==> config.mk <==
export PLATFORM = sky130hd
export DESIGN_NAME = fp32_mul_ctrl
export DESIGN_NICKNAME = d
export VERILOG_FILES = /design/src/rtl/fp32_mul_ctrl.sv
export SDC_FILE = /design/constraint.sdc
export NUM_CORES = 1
export LEC_CHECK = 0
export CAP_MARGIN = 25
export CORE_MARGIN = 1
export CORE_UTILIZATION = 50
export CTS_BUF_LIST = sky130_fd_sc_hd__clkbuf_8
export DETAILED_ROUTE_END_ITERATION = 16
export DONT_BUFFER_PORTS = 1
export PLACE_DENSITY = 0.73
export SYNTH_ARGS = -nofsm -noshare
export SYNTH_HDL_FRONTEND = slang
export SYNTH_SLANG_ARGS = --single-unit
==> constraint.sdc <==
create_clock -name clk -period 10.5 [get_ports clk]
set_input_delay 2.625 -clock clk [delete_from_list [all_inputs] [get_ports clk]]
set_output_delay 2.625 -clock clk [all_outputs]
set_load 0.005 [all_outputs]
==> src/rtl/fp32_mul_ctrl.sv <==
// fp32_mul_ctrl: binary32 multiply controller around an external 32x32 integer multiplier (FTZ, round-nearest-even).
// Defining FP_MUL_FLAGS_EN adds out_flags = {invalid, overflow, underflow, inexact}.
module fp32_mul_ctrl (
    input  logic        clk,
    input  logic        rst,
    input  logic [31:0] in_a,
    input  logic [31:0] in_b,
    input  logic        in_val,
    output logic        in_rdy,
    output logic [31:0] out_msg,
    output logic        out_val,
    input  logic        out_rdy,
`ifdef FP_MUL_FLAGS_EN
    output logic [3:0]  out_flags,
`endif
    output logic [31:0] mul_req_msg_a,
    output logic [31:0] mul_req_msg_b,
    output logic        mul_req_val,
    input  logic        mul_req_rdy,
    input  logic [63:0] mul_resp_msg,
    input  logic        mul_resp_val,
    output logic        mul_resp_rdy
);
    typedef enum logic [2:0] {IDLE, ISSUE, WAIT, NORM, DONE} state_t;
    state_t state_q, state_d;
    logic        sign_q, sign_d;
    logic [7:0]  ea_q, ea_d, eb_q, eb_d;
    logic [22:0] fa_q, fa_d, fb_q, fb_d;
    logic [47:0] prod_q, prod_d;
    logic [31:0] res_q, res_d;
`ifdef FP_MUL_FLAGS_EN
    logic [3:0]  flags_q, flags_d;
`endif
    logic [15:0] resp_unused;
    logic a_nan, b_nan, a_inf, b_inf, a_zero, b_zero, sign_in, special, invalid;
    logic [31:0] spec_res, norm_res;
    logic hi, guard, sticky, ovf, unf;
    logic [22:0] mant;
    logic [23:0] mant_r;
    logic signed [9:0] e_raw, e_fin;

    assign resp_unused = mul_resp_msg[63:48];
    // exp==0 covers denormals, which are flushed to signed zero
    assign a_nan   = (&in_a[30:23]) && (|in_a[22:0]);
    assign b_nan   = (&in_b[30:23]) && (|in_b[22:0]);
    assign a_inf   = (&in_a[30:23]) && !(|in_a[22:0]);
    assign b_inf   = (&in_b[30:23]) && !(|in_b[22:0]);
    assign a_zero  = in_a[30:23] == 8'h00;
    assign b_zero  = in_b[30:23] == 8'h00;
    assign sign_in = in_a[31] ^ in_b[31];
    assign special = a_nan || b_nan || a_inf || b_inf || a_zero || b_zero;
    assign invalid = a_nan || b_nan || (a_inf && b_zero) || (b_inf && a_zero);
    assign spec_res = invalid ? 32'h7FC00000 : (a_inf || b_inf) ? {sign_in, 8'hFF, 23'h0} : {sign_in, 31'h0};

    assign hi     = prod_q[47];
    assign mant   = hi ? prod_q[46:24] : prod_q[45:23];
    assign guard  = hi ? prod_q[23] : prod_q[22];
    assign sticky = hi ? |prod_q[22:0] : |prod_q[21:0];
    assign mant_r = {1'b0, mant} + 24'(guard && (sticky || mant[0]));
    assign e_raw  = 10'(ea_q) + 10'(eb_q) - (hi ? 10'd126 : 10'd127);
    assign e_fin  = e_raw + 10'(mant_r[23]);
    assign ovf    = e_fin >= 10'sd255;
    assign unf    = e_fin <= 10'sd0;
    // on mantissa carry-out mant_r[22:0] is already zero
    assign norm_res = ovf ? {sign_q, 8'hFF, 23'h0} : unf ? {sign_q, 31'h0} : {sign_q, e_fin[7:0], mant_r[22:0]};

    always_ff @(posedge clk) begin
        if (rst) begin
            state_q <= IDLE;
            sign_q  <= 1'b0;
            ea_q    <= 8'h0;
            eb_q    <= 8'h0;
            fa_q    <= 23'h0;
            fb_q    <= 23'h0;
            prod_q  <= 48'h0;
            res_q   <= 32'h0;
`ifdef FP_MUL_FLAGS_EN
            flags_q <= 4'h0;
`endif
        end else begin
            state_q <= state_d;
            sign_q  <= sign_d;
            ea_q    <= ea_d;
            eb_q    <= eb_d;
            fa_q    <= fa_d;
            fb_q    <= fb_d;
            prod_q  <= prod_d;
            res_q   <= res_d;
`ifdef FP_MUL_FLAGS_EN
            flags_q <= flags_d;
`endif
        end
    end

    always_comb begin
        state_d = state_q;
        case (state_q)
            IDLE:    if (in_val) state_d = special ? DONE : ISSUE;
            ISSUE:   if (mul_req_rdy) state_d = mul_resp_val ? NORM : WAIT;
            WAIT:    if (mul_resp_val) state_d = NORM;
            NORM:    state_d = DONE;
            DONE:    if (out_rdy) state_d = IDLE;
            default: state_d = IDLE;
        endcase
    end

    always_comb begin
        sign_d = sign_q;
        ea_d   = ea_q;
        eb_d   = eb_q;
        fa_d   = fa_q;
        fb_d   = fb_q;
        prod_d = prod_q;
        res_d  = res_q;
`ifdef FP_MUL_FLAGS_EN
        flags_d = flags_q;
`endif
        if (state_q == IDLE && in_val) begin
            sign_d = sign_in;
            ea_d   = in_a[30:23];
            eb_d   = in_b[30:23];
            fa_d   = in_a[22:0];
            fb_d   = in_b[22:0];
            res_d  = spec_res;
`ifdef FP_MUL_FLAGS_EN
            flags_d = {invalid, 3'b000};
`endif
        end
        if (((state_q == ISSUE && mul_req_rdy) || state_q == WAIT) && mul_resp_val)
            prod_d = mul_resp_msg[47:0];
        if (state_q == NORM) begin
            res_d = norm_res;
`ifdef FP_MUL_FLAGS_EN
            flags_d = {1'b0, ovf, unf, guard || sticky || ovf || unf};
`endif
        end
    end

    always_comb begin
        in_rdy        = state_q == IDLE;
        out_val       = state_q == DONE;
        mul_req_val   = state_q == ISSUE;
        mul_resp_rdy  = state_q == ISSUE || state_q == WAIT;
        mul_req_msg_a = (state_q == ISSUE) ? {8'h00, 1'b1, fa_q} : 32'h0;
        mul_req_msg_b = (state_q == ISSUE) ? {8'h00, 1'b1, fb_q} : 32'h0;
        out_msg       = res_q;
    end
`ifdef FP_MUL_FLAGS_EN
    assign out_flags = flags_q;
`endif
endmodule

-- Yosys cells after proc, flatten, opt, wreduce, memory -nomap -nowiden
Index checks and enable logic that the tools add are counted.
- logic and storage cells: 76
- output and inout bits: 100
- input bits: 134
- register bits: 146
- reduce and logical (&&, ||, !) cells: 34
- magnitude comparators: 2
- mux-type cells: 19
- eq/ne operators: 8
- bitwise gates (word level): 1
- add/subtract/negate cells: 4
- operators by type and width (kind ; count):
    two-way mux 32 bit ; 3
    two-way mux 31 bit ; 3
    OR reduction 23 bit ; 3
    two-way mux 24 bit ; 2
    adder 23 x 1 -> 24 bit ; 1
    two-way mux 23 bit ; 1
    OR reduction 22 bit ; 1
    logical NOT 8 bit ; 2
    AND reduction 8 bit ; 2
    two-way mux 3 bit ; 5
    one-hot mux 3 bit (5 select lines) ; 1
    logical OR 1 bit ; 11
    adder 10 x 1 -> 10 bit ; 1
    >= comparator 10 x 9 -> 1 bit, second input constant ; 1
    less-or-equal comparator 10 x 1 -> 1 bit, second input constant ; 1
    logical AND 1 bit ; 10
    subtractor 9 x 7 -> 10 bit ; 1
    adder 8 x 8 -> 9 bit ; 1
    == test 3 x 2 -> 1 bit, second input constant ; 2
    two-way mux 1 bit ; 4
    != test 2 x 1 -> 1 bit, second input constant ; 2
    != test 2 bit, second input constant ; 2
    AND reduction 4 bit ; 1
    == test 3 x 1 -> 1 bit, second input constant ; 1
    5 further kinds ; 6

-- Longest topological paths before layout
- depth in word-level cells: 10
- mapped depth: 18
- depth with buffers taken out: 15

-- Worst setup path before layout
OpenSTA, ideal clock, no wires.
- kind: register to output
- start: register state_q[0]
- end: output port mul_req_msg_a[17]
- arrival time: 1453 ps
- buffers on the path: 3
- setup slack: 6422 ps
- cell stages (with the launch flop): 6
- required time: 7875 ps
- cell sequence: dfxtp_1 clkbuf_1 nor3b_1 clkbuf_1 clkbuf_1 and2_1
- cells in the longest elaborated chain, start to end: 2
- RTL lines (element ; RTL line ; source):
    start: declaration ; 25 ; state_t state_q, state_d;
    start signal: assignment ; 81 ; state_q <= state_d;
    == test 3 x 1 -> 1 bit ; 144 ; mul_req_msg_a = (state_q == ISSUE) ? {8'h00, 1'b1, fa_q} : 32'h0;
    two-way mux 24 bit ; 144 ;
    end: declaration ; 16 ; output logic [31:0] mul_req_msg_a,
Every way passes these cells.

-- Worst setup path in the final report
- start: register prod_q[47]
- end: register res_q[18] (netlist: out_msg[18])
- cells in the longest elaborated chain, start to end: 9
- elaborated cells between the ends (all ways): 14
- classes of those cells: add/sub (3); order compare (2); mux (7); reduce/logical (2)
- RTL lines (element ; RTL line ; source):
    start: declaration ; 29 ; logic [47:0] prod_q, prod_d;
    start signal: assignment ; 87 ; prod_q <= prod_d;
    two-way mux 1 bit / two-way mux 23 bit (equally long branches) ; 58, 56 ;
    logical OR 1 bit ; 59 ; assign mant_r = {1'b0, mant} + 24'(guard && (sticky || mant[0]));
    logical AND 1 bit ; 59 ;
    adder 23 x 1 -> 24 bit ; 59 ;
    adder 10 x 1 -> 10 bit ; 61 ; assign e_fin = e_raw + 10'(mant_r[23]);
    less-or-equal comparator 10 x 1 -> 1 bit ; 63 ; assign unf = e_fin <= 10'sd0;
    two-way mux 31 bit ; 65 ; assign norm_res = ovf ? {sign_q, 8'hFF, 23'h0} : unf ? {sign_q, 31'h0} : {sign_q, e_fin[7:0], mant_r[22:0]};
    two-way mux 31 bit (*) ; 65 ;
    two-way mux 32 bit (*) ; 131 ; if (state_q == NORM) begin
    end signal: assignment ; 88 ; res_q <= res_d;
    end: declaration ; 30 ; logic [31:0] res_q, res_d;
Mark *: on every way between the ends. The rest lies on a longest branch, timed or not.
A chain may end at the register's enable or synchronous reset.

==> results.cfg <==
[worst_setup_path]
path_max_fanout = 51
critPathKind = flip-flop to flip-flop
path_cells = buf_4 > mux2i_1 > nor4_2 > nand4_2 > nor3_1 > fa_1 > inv_1 > fa_1 > nor2b_1 > o211ai_1 > a21oi_1 > xor2_1 > a311oi_2 > and3b_1 > a32o_1
startpoint_type = flip-flop
worstPathArrival_ns = 5.14
end_kind = flip-flop
crit_required_ns = 10.88
slowest_stage = and3b_1
crit_top_cell = fa_1
r2r_start = prod_q[47]
critPathMaxStageDelay_ns = 0.59
cp-startpoint = prod_q[47]

[sta]
post-route-period-util = 0.453
fin_setup_tns_ns = 0
min_period_ns = 4.76
maxSlewViolCount = 0
hold_viol_final = 0
max_freq_mhz = 210
final-setup-viol-count = 0
whs_ns = 0.452
rsz0062_at_grt = no
tightest_slew_ns = 0.843
fin_worst_skew_ns = 0.0118
relSlewSlack = 0.438

[die]
die_area_um2 = 15100
initial_core_util = 0.519
io_pins = 234
die_w_um = 123
die_h_um = 123
core_um2 = 14000
rows = 43

[grt]
antenna_found_initial = 0
grt_overflow = 0
grt_pass1_vias = 5673
grt_max_degree = 125
grt_usage = 0.241
grt_pass1_wl_um = 28300

[worst_hold_path]
hold_start = fa_q[0]
hold_class = flip-flop to flip-flop

[final_layout]
antenna_cells = 0
final_common_cell = nand2_1
nNetsFinal = 1062
fin_cells = 1101
fin_area_um2 = 7650
area_growth_pct = 4.93
layout_common_cells = nand2_1, dfxtp_1, a21oi_1, and2_1, clkbuf_8
drive_gt1_frac = 0.0554
nFillCells = 1350

[clock_network]
clkSinkCount = 146
htree_levels = 4
root_buffer = clkbuf_8
cts_setup_buffers = 0
cts_buffer_depth = 2
clock_latency_ns = 0.45
cts_hold_buf = 0
cts_inserted_buffers = 17
clkTransAtPathRegs_ns = 0.08
cts_resized = 0
cts_tree = done

[synthesis]
synth_cells = 951
ys_warn_count = 0
syn_avg_cell_area_um2 = 7.66
synth_ff_type = dfxtp_1
async_reset_ff_frac = 0
synth_top_area_cell = dfxtp_1
synthDistinctLibCells = 62
synth_edf_count = 0
ys_seq_area_frac = 0.401
ys_top_cells_by_area = dfxtp_1, nand2_1, a21oi_1, and2_1, ha_1
synth_area_um2 = 7290
synth-seq-cells = 146
synth_top_area_share = 0.401

[place]
placed_area_um2 = 7260
io_buffers = 0
gp_congestion = 0.842
dp_hpwl_um = 12600
dp_cells = 1071

[run]
cap_violations = 0

[detailed_routing]
viasPerCell = 5.75
drc = 0
drt_iter0_drc = 486
first_pass_iters = 5
routed_wl_um = 18100
vias = 6335
avgRoutedWirePerCell_um = 16.4
ant_nets = 0

[outcome]
status = finished clean

[power_and_ir_drop]
p_total_mw = 1.27
power_density_nw_per_um2 = 166
p_leak_nw = 2.72
peakVddDrop_uv = 151
==> final timing paths <==
| check | endpoint | slack [ns] | cells after the start |
|---|---|---|---|
| setup / recovery | out_msg[18] | 5.74 | 15 |
| hold / removal | fa_q[0] | 0.45 | 2 |
| setup reg to reg | out_msg[18] | 5.74 | 15 |
| hold reg to reg | fa_q[0] | 0.45 | 2 |
==> stage by stage <==
stage	setup slack, ns	util
after detailed placement	5.74	0.517
after global routing	5.34	0.545
after CTS	5.72	0.545
after global placement	5.85	0.515
final	5.74	0.545
after floorplan	6.42	-
==> logic make-up after synthesis <==
kind of cell / count (synthesis) / synth area share
AOI/OAI and AO/OA: 231 / 0.198
muxes: 8 / 0.0112
DFF: 146 / 0.401
buffers and inverters: 98 / 0.0632
xor gates and xnor gates: 16 / 0.0192
other: 1 / 0.000515
adders and majority gates: 18 / 0.0330
and+or+nand+nor: 433 / 0.274
==> per-layer routing <==
metal / track usage / part of all wire / vias to the layer above / routed length (µm)
met1: 0.298 / 0.42 / 2917 / 7520
met5: 0 / 0 / - / 0
li1: - / - / 3145 / -
met3: 0.0934 / 0.095 / 27 / 1720
met2: 0.378 / 0.47 / 246 / 8470
met4: 0.0907 / 0.020 / 0 / 354
==> Yosys cell counts (3+ instances only) <==
master and number:
nor2_1 22, a31oi_1 3, nand2b_1 9, nand4_1 10
o21ai_0 14, o21a_1 3, xnor2_1 7, buf_4 21
ha_1 16, dfxtp_1 146, a211oi_2 3, clkbuf_1 49
buf_2 4, inv_1 17, nor2b_1 12, and3_1 5
and2_1 51, a311oi_1 12, nand2_1 269, xor2_1 9
a221o_1 7, nor3_1 7, nor4_1 21, nand3_1 11
a22o_1 11, buf_1 5, o21ai_1 4, a21oi_1 140
a211oi_1 12, mux2i_1 7, a221oi_1 3
==> power by group <==
part | internal (mW) | switching, mW
Combinational | 0.0770 | 0.139
Clock | 0.223 | 0.211
Sequential | 0.591 | 0.0290
Total | 0.892 | 0.379
==> critical path, delay by kind of cell, from the launching register on <==
kind,cells,cell delay [ns]
AOI/OAI and AO/OA,4,0.99
xor gates and xnor gates,1,0.14
adders and majority gates,2,0.68
buffers and inverters,2,0.51
DFF,1,0.31
muxes,1,0.19
and+or+nand+nor,5,1.85
==> layout make-up <==
cell class	instances	area, µm²	share of cell area
multi-input combinational	722	3980	0.520
tap	180	225	0.0295
timing repair buffer	6	65.1	0.00851
clock inverter	7	73.8	0.00965
clock buffer	23	317	0.0414
inverter	17	63.8	0.00835
sequential	146	2920	0.382
==> sequential cells by signal, indices dropped and copies added, names as in the netlist <==
register and count:
sign_q 1, out_msg 32, fb_q 23, eb_q 8, fa_q 23, state_q 3
ea_q 8, prod_q 48
No activity file was read; power rests on OpenSTA's default activity.
